===== src/rtl/ripple_alu_seq_if.sv =====
// ============================================================================
// Module      : ripple_alu_seq_if
// Description : Request/response bundle for the multi-cycle ripple ALU.
//               The request side uses rx_valid/tx_ready and the response side
//               uses tx_valid/rx_ready. The master drives requests and
//               consumes results. The slave is the ALU.
// Revision    : 1.0 - initial release
// ============================================================================
`default_nettype none

interface ripple_alu_seq_if #(
   parameter int DATA_W = 16
);
   logic              rx_valid;
   logic              tx_ready;
   logic [2:0]        rx_opcode;
   logic              rx_carryflag;
   logic [DATA_W-1:0] rx_operand0;
   logic [DATA_W-1:0] rx_operand1;
   logic              tx_valid;
   logic              rx_ready;
   logic [DATA_W-1:0] tx_result;
   logic              tx_carryflag;
   logic              tx_zeroflag;
   logic              tx_signflag;
   logic              tx_ovfflag;

   modport master (
      output rx_valid, rx_opcode, rx_carryflag, rx_operand0, rx_operand1, rx_ready,
      input  tx_ready, tx_valid, tx_result, tx_carryflag, tx_zeroflag,
             tx_signflag, tx_ovfflag
   );

   modport slave (
      input  rx_valid, rx_opcode, rx_carryflag, rx_operand0, rx_operand1, rx_ready,
      output tx_ready, tx_valid, tx_result, tx_carryflag, tx_zeroflag,
             tx_signflag, tx_ovfflag
   );
endinterface

`default_nettype wire


===== src/rtl/ripple_alu_seq.sv =====
// ============================================================================
// Module      : ripple_alu_seq
// Description : Multi-cycle ripple-carry ALU. The module processes one
//               DIGIT_W-bit digit per clock and carries between digits in a
//               register. It accepts operations over valid/ready and holds the
//               result until the result is consumed.
//               Optional macro RIPPLE_ALU_OVF_EN enables signed overflow
//               (tx_ovfflag) for ADC/SBC. Without the macro, tx_ovfflag is
//               tied to 0.
// Revision    : 1.0 - initial release
// ============================================================================
`default_nettype none

module ripple_alu_seq #(
   parameter int DATA_W  = 16,
   parameter int DIGIT_W = 2
) (
   input  wire logic        aclk,
   input  wire logic        aresetn,
   ripple_alu_seq_if.slave  bus
);
   localparam int c_num_digits = DATA_W / DIGIT_W;
   localparam int c_cnt_w      = (c_num_digits > 1) ? $clog2(c_num_digits) : 1;
   localparam logic [c_cnt_w-1:0] c_last = c_cnt_w'(c_num_digits - 1);

   localparam logic [2:0] c_op_nop = 3'd0;
   localparam logic [2:0] c_op_adc = 3'd1;
   localparam logic [2:0] c_op_sbc = 3'd2;
   localparam logic [2:0] c_op_rol = 3'd3;
   localparam logic [2:0] c_op_ror = 3'd4;
   localparam logic [2:0] c_op_and = 3'd5;
   localparam logic [2:0] c_op_orr = 3'd6;
   localparam logic [2:0] c_op_eor = 3'd7;

   generate
      if ((DIGIT_W < 1) || (DATA_W < DIGIT_W) || ((DATA_W % DIGIT_W) != 0)) begin : g_bad_width
         $error("ripple_alu_seq: DATA_W must be a non-zero multiple of DIGIT_W");
      end
   endgenerate

   typedef enum logic [1:0] {
      S_IDLE = 2'd0,
      S_RUN  = 2'd1,
      S_DONE = 2'd2
   } state_t;

   state_t               r_state;
   logic [c_cnt_w-1:0]   r_cnt;
   logic [2:0]           r_op;
   logic [DATA_W-1:0]    r_a;
   logic [DATA_W-1:0]    r_b;
   logic                 r_carry;
   logic                 r_zero;
   logic [DATA_W-1:0]    r_result;
   logic                 r_cflag;
   logic                 r_zflag;
   logic                 r_sflag;
   logic                 r_tx_valid;

   logic                 w_tx_ready;
   logic                 w_accept;
   logic [c_cnt_w-1:0]   w_idx;
   int                   w_base;
   logic [DIGIT_W-1:0]   w_a_d;
   logic [DIGIT_W-1:0]   w_b_eff;
   logic [DIGIT_W:0]     w_sum;
   logic [DIGIT_W-1:0]   w_dig;
   logic                 w_cout;
   logic                 w_dig_zero;
   logic [DATA_W-1:0]    w_res_next;

   // Accept a new request from IDLE or when the current result is consumed.
   assign w_tx_ready = (r_state == S_IDLE) || ((r_state == S_DONE) && bus.rx_ready);
   assign w_accept   = bus.rx_valid && w_tx_ready;

   // Compute one digit. ROR walks the digits from MSB down so its carry ripples rightwards.
   always_comb begin
      w_idx      = (r_op == c_op_ror) ? (c_last - r_cnt) : r_cnt;
      w_base     = int'(w_idx) * DIGIT_W;
      w_a_d      = r_a[w_base +: DIGIT_W];
      w_b_eff    = (r_op == c_op_sbc) ? ~r_b[w_base +: DIGIT_W] : r_b[w_base +: DIGIT_W];
      w_sum      = {1'b0, w_a_d} + {1'b0, w_b_eff} + (DIGIT_W + 1)'(r_carry);
      w_dig      = w_a_d;
      w_cout     = r_carry;
      case (r_op)
         c_op_adc, c_op_sbc: begin
            w_dig  = w_sum[DIGIT_W-1:0];
            w_cout = w_sum[DIGIT_W];
         end
         c_op_rol: {w_cout, w_dig} = {w_a_d, r_carry};
         c_op_ror: {w_dig, w_cout} = {r_carry, w_a_d};
         c_op_and: w_dig = w_a_d & r_b[w_base +: DIGIT_W];
         c_op_orr: w_dig = w_a_d | r_b[w_base +: DIGIT_W];
         c_op_eor: w_dig = w_a_d ^ r_b[w_base +: DIGIT_W];
         default:  w_dig = w_a_d;
      endcase
      w_dig_zero = (w_dig == '0);
      w_res_next = r_result;
      w_res_next[w_base +: DIGIT_W] = w_dig;
   end

   // Control FSM plus the digit datapath registers. The result lanes that are not written hold their value.
   always_ff @(posedge aclk or negedge aresetn) begin
      if (!aresetn) begin
         r_state    <= S_IDLE;
         r_cnt      <= '0;
         r_op       <= c_op_nop;
         r_a        <= '0;
         r_b        <= '0;
         r_carry    <= 1'b0;
         r_zero     <= 1'b0;
         r_result   <= '0;
         r_cflag    <= 1'b0;
         r_zflag    <= 1'b0;
         r_sflag    <= 1'b0;
         r_tx_valid <= 1'b0;
      end else if (w_accept) begin
         r_state    <= S_RUN;
         r_cnt      <= '0;
         r_op       <= bus.rx_opcode;
         r_a        <= bus.rx_operand0;
         r_b        <= bus.rx_operand1;
         r_carry    <= bus.rx_carryflag;
         r_zero     <= 1'b1;
         r_tx_valid <= 1'b0;
      end else begin
         case (r_state)
            S_RUN: begin
               r_result <= w_res_next;
               r_carry  <= w_cout;
               r_zero   <= r_zero & w_dig_zero;
               if (r_cnt == c_last) begin
                  r_cnt      <= '0;
                  r_state    <= S_DONE;
                  r_tx_valid <= 1'b1;
                  r_cflag    <= w_cout;
                  r_zflag    <= r_zero & w_dig_zero;
                  r_sflag    <= w_res_next[DATA_W-1];
               end else begin
                  r_cnt <= r_cnt + c_cnt_w'(1);
               end
            end
            S_DONE: begin
               if (bus.rx_ready) begin
                  r_state    <= S_IDLE;
                  r_tx_valid <= 1'b0;
               end
            end
            default: r_state <= S_IDLE;
         endcase
      end
   end

`ifdef RIPPLE_ALU_OVF_EN
   logic r_vflag;
   logic w_ovf;

   // The carry into the MSB equals a^b^sum at that bit. XOR that with the carry out to get signed overflow.
   assign w_ovf = ((r_op == c_op_adc) || (r_op == c_op_sbc)) &&
                  (w_a_d[DIGIT_W-1] ^ w_b_eff[DIGIT_W-1] ^ w_sum[DIGIT_W-1] ^ w_sum[DIGIT_W]);

   // The overflow flag is latched on the final digit, which holds the MSB for ADC/SBC.
   always_ff @(posedge aclk or negedge aresetn) begin
      if (!aresetn) begin
         r_vflag <= 1'b0;
      end else if ((r_state == S_RUN) && !w_accept && (r_cnt == c_last)) begin
         r_vflag <= w_ovf;
      end
   end

   assign bus.tx_ovfflag = r_vflag;
`else
   assign bus.tx_ovfflag = 1'b0;
`endif

   assign bus.tx_ready     = w_tx_ready;
   assign bus.tx_valid     = r_tx_valid;
   assign bus.tx_result    = r_result;
   assign bus.tx_carryflag = r_cflag;
   assign bus.tx_zeroflag  = r_zflag;
   assign bus.tx_signflag  = r_sflag;

endmodule

`default_nettype wire


===== src/flat_wrapper.sv =====
// flat-port wrapper written by rule: the top's interface ports become plain ports
module ripple_alu_seq_flat 
#(
   parameter int DATA_W  = 16,
   parameter int DIGIT_W = 2
)
  (aclk, aresetn, bus_rx_valid, bus_rx_opcode, bus_rx_carryflag, bus_rx_operand0, bus_rx_operand1, bus_rx_ready, bus_tx_ready, bus_tx_valid, bus_tx_result, bus_tx_carryflag, bus_tx_zeroflag, bus_tx_signflag, bus_tx_ovfflag);
  ripple_alu_seq_if #(.DATA_W(DATA_W)) bus_i ();
  input  wire logic aclk;
  input  wire logic aresetn;
  input wire logic [$bits(bus_i.rx_valid)-1:0] bus_rx_valid;
  input wire logic [$bits(bus_i.rx_opcode)-1:0] bus_rx_opcode;
  input wire logic [$bits(bus_i.rx_carryflag)-1:0] bus_rx_carryflag;
  input wire logic [$bits(bus_i.rx_operand0)-1:0] bus_rx_operand0;
  input wire logic [$bits(bus_i.rx_operand1)-1:0] bus_rx_operand1;
  input wire logic [$bits(bus_i.rx_ready)-1:0] bus_rx_ready;
  output wire logic [$bits(bus_i.tx_ready)-1:0] bus_tx_ready;
  output wire logic [$bits(bus_i.tx_valid)-1:0] bus_tx_valid;
  output wire logic [$bits(bus_i.tx_result)-1:0] bus_tx_result;
  output wire logic [$bits(bus_i.tx_carryflag)-1:0] bus_tx_carryflag;
  output wire logic [$bits(bus_i.tx_zeroflag)-1:0] bus_tx_zeroflag;
  output wire logic [$bits(bus_i.tx_signflag)-1:0] bus_tx_signflag;
  output wire logic [$bits(bus_i.tx_ovfflag)-1:0] bus_tx_ovfflag;
  assign bus_i.rx_valid = bus_rx_valid;
  assign bus_i.rx_opcode = bus_rx_opcode;
  assign bus_i.rx_carryflag = bus_rx_carryflag;
  assign bus_i.rx_operand0 = bus_rx_operand0;
  assign bus_i.rx_operand1 = bus_rx_operand1;
  assign bus_i.rx_ready = bus_rx_ready;
  assign bus_tx_ready = bus_i.tx_ready;
  assign bus_tx_valid = bus_i.tx_valid;
  assign bus_tx_result = bus_i.tx_result;
  assign bus_tx_carryflag = bus_i.tx_carryflag;
  assign bus_tx_zeroflag = bus_i.tx_zeroflag;
  assign bus_tx_signflag = bus_i.tx_signflag;
  assign bus_tx_ovfflag = bus_i.tx_ovfflag;
  ripple_alu_seq #(.DATA_W(DATA_W), .DIGIT_W(DIGIT_W)) u_core (.aclk(aclk), .aresetn(aresetn), .bus(bus_i));
endmodule

===== config.mk =====
export PLATFORM = sky130hd
export DESIGN_NAME = ripple_alu_seq_flat
export DESIGN_NICKNAME = d
export VERILOG_FILES = /design/src/rtl/ripple_alu_seq_if.sv /design/src/rtl/ripple_alu_seq.sv /design/src/flat_wrapper.sv
export SDC_FILE = /design/constraint.sdc
export NUM_CORES = 1
export LEC_CHECK = 0
export CORE_MARGIN = 2
export CORE_UTILIZATION = 54
export DETAILED_ROUTE_END_ITERATION = 16
export PLACE_DENSITY = 0.81
export SLEW_MARGIN = 20
export SYNTH_ARGS = -nofsm -noshare
export SYNTH_HDL_FRONTEND = slang
export SYNTH_SLANG_ARGS = --single-unit

===== constraint.sdc =====
create_clock -name aclk -period 4.6 [get_ports aclk]
set_input_delay 1.38 -clock aclk [delete_from_list [all_inputs] [get_ports aclk]]
set_output_delay 1.38 -clock aclk [all_outputs]
set_load 0.01 [all_outputs]

Word level (Yosys, flattened, before mapping):

Cells that the tools add are included.

* flip-flop bits (word level): 62
* bits of input ports: 40
* output and inout port bits: 22
* logic and storage cells: 71

* add/subtract/negate cells: 5
* eq/ne operators: 12
* shift-type cells: 4
* multiplexer cells: 20
* bitwise operators: 6
* reductions and logical operators: 12

Operators by type and width (count)
* $neg 4->33: 1
* $shift 2x33->16 const A: 1
* $shiftx 2x33->16: 1
* $shiftx 16x5->2: 2
* $bwmux 16: 1
* $eq 3x3->1 const B: 5
* $mux 3: 4
* $pmux 2 s6: 1
* $mux 2: 4
* $mux 1: 7
* $eq 3x2->1 const B: 2
* $reduce_and 3->1: 2
* $logic_not 2->1: 2
* $pmux 2 s2: 1
* $reduce_and 2->1: 2
* $add 2x2->3: 1
* $add 3x1->3: 1
* $add 3x1->3 const B: 1
* $eq 3x1->1 const B: 1
* $ne 3x1->1 const B: 1
* $ne 3x2->1 const B: 1
* $pmux 1 s3: 1
* $reduce_bool 3->1: 1
* $sub 3x3->3 const A: 1
* 13 further kinds: 14

Logic depth before layout (Yosys ltp):

* word-level depth: 12
* depth in mapped cells: 17
* depth with buffers taken out: 15

Least setup slack after synthesis:

OpenSTA, ideal clock, no wires.

* kind: reg-to-reg
* start: register u_core.r_op[1]
* end: register u_core.r_result[11] (netlist: u_core.bus.tx_result[11])
* library setup time: 0.064 ns
* arrival time: 3.514 ns
* path slack: 1.022 ns
* cell stages (with the launch flop): 18
* period minus slack after synthesis: 3.578 ns
* cells stage by stage: dfrtp_1 -> buf_6 -> or3b_1 -> buf_4 -> nand2_1 -> nor2_1 -> a21oi_2 -> o221ai_1 -> o21ai_1 -> xor2_1 -> fa_1 -> inv_1 -> fa_1 -> nand2_1 -> mux2i_1 -> a221oi_2 -> and3_1 -> mux2_2

* cells in the longest elaborated chain, start to end: 10
* elaborated cells between the ends (all ways): 23

Ends and longest elaborated chain
* start: declaration: line ripple_alu_seq.sv:49 `logic [2:0] r_op;`
* start signal: assignment: line ripple_alu_seq.sv:107 `r_op <= c_op_nop;`
* start signal: assignment: line ripple_alu_seq.sv:120 `r_op <= bus.rx_opcode;`
* $eq 3x3->1: line ripple_alu_seq.sv:78, ripple_alu_seq.sv:85
* $mux 3: line ripple_alu_seq.sv:78 `w_idx = (r_op == c_op_ror) ? (c_last - r_cnt) : r_cnt;`
* $shiftx 16x5->2
* $not 2->2: line ripple_alu_seq.sv:81 `w_b_eff = (r_op == c_op_sbc) ? ~r_b[w_base +: DIGIT_W] : r_b[w_base +: DIGIT_W];`
* $mux 2: line ripple_alu_seq.sv:81
* $add 2x2->3: line ripple_alu_seq.sv:82 `w_sum = {1'b0, w_a_d} + {1'b0, w_b_eff} + (DIGIT_W + 1)'(r_carry);`
* $add 3x1->3: line ripple_alu_seq.sv:82
* $pmux 2 s6: line ripple_alu_seq.sv:85 `case (r_op)`
* $shiftx 2x33->16: line ripple_alu_seq.sv:99 `w_res_next[w_base +: DIGIT_W] = w_dig;`
* $bwmux 16 (*): line ripple_alu_seq.sv:99
* end signal: assignment: line ripple_alu_seq.sv:129 `r_result <= w_res_next;`
* end: declaration: line ripple_alu_seq.sv:54 `logic [DATA_W-1:0] r_result;`

Every way passes the cells marked *; elsewhere a longest branch is shown, timed or not.
A chain may end at the register's enable or synchronous reset.

Final worst setup path:

* start: register u_core.r_op[2]
* end: register u_core.r_result[11] (netlist: u_core.bus.tx_result[11])

The elaborated chain is that of the path after synthesis.

==> flow_metrics.env <==
export IMPL_rsz0062_at_grt="false"
export IMPL_clk_pin_slew_ns=0.07
export IMPL_worstPathMaxFanout=17
export IMPL_drc_errors=0
export IMPL_row_count=30
export IMPL_seq_area_sq_um=1550
export IMPL_cp_end_kind="flip-flop"
export IMPL_num_fill_cells=568
export IMPL_clock_sinks=62
export IMPL_fmax_ghz=0.233
export IMPL_power_density_nw_per_um2=824
export IMPL_grt_max_degree=34
export IMPL_cap_violations=0
export IMPL_setup_viol=0
export IMPL_postPlaceCellArea_sq_um=4330
export IMPL_ys_ff_latch=62
export IMPL_chipWidth_um=87.0
export IMPL_hold_buffers=0
export IMPL_fin_ws_ns=0.308
export IMPL_synth_xor_area_share_pct=1.14
export IMPL_cts_tree="built"
export IMPL_setup_tns_ns=0
export IMPL_final_cells=558
export IMPL_synth_main_ff_cell="dfrtp_1"
export IMPL_holdCritPathClass="flip-flop to flip-flop"
export IMPL_synth_simple_area_share_pct=25.0
export IMPL_cp_required_ns=4.89
export IMPL_synth_top_family_by_area="simple AND/OR/NAND/NOR gates"
export IMPL_clock_latency_ns=0.35
export IMPL_layout_nets=525
export IMPL_crit_path_cell_trace="or3b_1 > nand2_1 > nor2_1 > a21oi_2 > o221ai_1 > o21ai_1 > xor2_1 > fa_1 > inv_1 > fa_1 > nand2_1 > mux2i_1 > a221oi_2 > and3_1 > mux2_2"
export IMPL_overflow=0
export IMPL_wl_um=8720
export IMPL_synth_area_sq_um=3720
export IMPL_critPathLaunchType="flip-flop"
export IMPL_num_vias=3188
export IMPL_ant_nets=0
export IMPL_detail_route_first_pass_iterations=4
export IMPL_critPathKind="flip-flop to flip-flop"
export IMPL_place_gp_congestion=0.994
export IMPL_ys_seq_area_share_pct=41.7
export IMPL_ir_worst_vdd_mv=0.389
export IMPL_diodes=0
export IMPL_cts_resized=0
export IMPL_final_common_cell="nand2_1"
export IMPL_cts_made_buffers=9
export IMPL_dp_cells=542
export IMPL_wl_per_cell_um=15.6
export IMPL_antenna_found_initial=0
export IMPL_drive_gt1_share_pct=11.1
export IMPL_max_slew_worst_pin_slew_ns=0.773
export IMPL_io_buffer_count=60
export IMPL_whs_ns=0.478
export IMPL_crit_path_top_delay_cell="dfrtp_1"
export IMPL_start_util_pct=55.4
export IMPL_avgSynthCellArea_sq_um=8.84
export IMPL_dpl_worst_slack_ns=0.423
export IMPL_die_h_um=87.0
export IMPL_period_share_pct=93.3
export IMPL_async_flop_share_pct=100
export IMPL_max_stage_delay_ns=0.65
export IMPL_yosys_cell_types_count=63
export IMPL_clockBufferDepth=2
export IMPL_drt_initial_drc_count=208
export IMPL_die_area_sq_um=7570
export IMPL_max_slew_margin_pct=48.4
export IMPL_status="complete, no violations"
export IMPL_clock_root_buffer="clkbuf_8"
export IMPL_final_cell_mix="nand2_1, dfrtp_1, clkdlybuf4s50_1"
export IMPL_syn_inst=421
export IMPL_synth_mux_area_fraction_pct=7.53
export IMPL_grt_pass1_vias=3200
export IMPL_cts_max_level=3
export IMPL_track_usage_pct=24.8
export IMPL_detail_route_vias_per_cell=5.71
export IMPL_fin_crit_ns=4.29
export IMPL_multiInputGateArea_sq_um=1970
export IMPL_syn2layout_area_growth_pct=21.4
export IMPL_synth_edff_count=0
export IMPL_p_leak_nw=2.09
export IMPL_post_cts_buffers=0
export IMPL_synth_fa_ha_area_share_pct=4.44
export IMPL_synth_nets=473
export IMPL_final_hold_violation_count=0
export IMPL_grt_pass1_wl_um=14500
export IMPL_critPathArrivalTime_ns=4.58
export IMPL_skew_ns=0.00523
export IMPL_yosys_warnings=0
export IMPL_drv_slew=0
export IMPL_fin_area_sq_um=4520
export IMPL_hpwl_um=6430
export IMPL_ios=62
export IMPL_design_core_area_sq_um=6720
export IMPL_synth_compound_area_share_pct=14.7
-- layout make-up --
type | count | area share (%)
inverters | 14 | 1.16
flip-flops and latches | 62 | 34.4
multi-input cells | 318 | 43.6
clock inverters | 6 | 1.36
well taps | 80 | 2.22
repair buffers | 68 | 14.5
clock buffers | 10 | 2.83
-- state kept, by name, summed over array words and instances, names as in the netlist --
signal,flops
u_core.bus.tx_carryflag,1
u_core.bus.tx_result,16
u_core.bus.tx_signflag,1
u_core.bus.tx_valid,1
u_core.bus.tx_zeroflag,1
u_core.r_a,16
u_core.r_b,16
u_core.r_carry,1
u_core.r_cnt,3
u_core.r_op,3
u_core.r_state,2
u_core.r_zero,1
-- synthesized netlist by cell type, drive strengths merged (6+ instances only) --
library cell,number,area (sq um)
nor2,25,93.8
dfrtp,62,1550
clkbuf,16,60.1
nand2b,6,37.5
o21ai,21,105
ha,10,125
inv,14,52.6
nand2,129,487
nor3b,8,76.3
mux2i,10,100
a21oi,14,73.8
buf,11,90.1
nor3,6,30.0
nor2b,7,43.8
mux2,14,158
-- power by group --
part,switching (mW),internal [mW]
logic,1.28,0.940
clock network,0.217,0.249
registers,0.251,0.783
total,1.75,1.97
-- stage by stage --
step           utilization [%]  power, mW
6_report                  67.2       3.72
5_1_grt                   67.2       4.04
4_1_cts                   67.2       3.72
3_5_place_dp              64.4       3.23
3_3_place_gp              64.4       3.13
2_1_floorplan                -       2.62
-- layer usage --
metal | wire length (um) | global-route usage (%) | share of wire (%) | vias to the layer above
met5 | 0 | 0 | 0 | -
met4 | 199 | 11.8 | 2.3 | 0
met3 | 383 | 4.74 | 4.4 | 18
met2 | 4340 | 41.2 | 50 | 102
met1 | 3790 | 31.1 | 43 | 1527
li1 | - | - | - | 1541
-- cell families (layout without fill, tap and decap cells) --
kind of cell | count (synthesis) | in the layout
XOR/XNOR | 4 | 4
adder cells (fa/ha/maj) | 12 | 12
multiplexers | 25 | 25
buffers and inverters | 41 | 98
flip-flops | 62 | 62
other | 1 | 1
AO/OA/AOI/OAI | 73 | 73
AND/OR/NAND/NOR | 203 | 203
-- worst max-delay path, delay by kind of cell (launching register included) --
family	cells	cell delay, ns
simple gates	5	1.09
flops	1	0.65
fa+ha+maj	2	0.80
compound gates	4	1.25
mux	2	0.25
buf+inv	1	0.08
xor+xnor	1	0.13
-- path summary, 6_finish.rpt --
check                                         startpoint                        to  slack, ns  cells after the start
worst max register to register            u_core.r_op[2]  u_core.bus.tx_result[11]       0.31                     15
worst min-delay path            u_core.bus.tx_result[14]  u_core.bus.tx_result[14]       0.48                      2
min in group asynchronous                        aresetn            u_core.r_b[13]       1.06                      1
max in group asynchronous                        aresetn             u_core.r_b[9]       2.66                      2
worst min register to register  u_core.bus.tx_result[14]  u_core.bus.tx_result[14]       0.48                      2
worst max-delay path                      u_core.r_op[2]  u_core.bus.tx_result[11]       0.31                     15
Note: power is estimated with default switching activity, not from simulation.
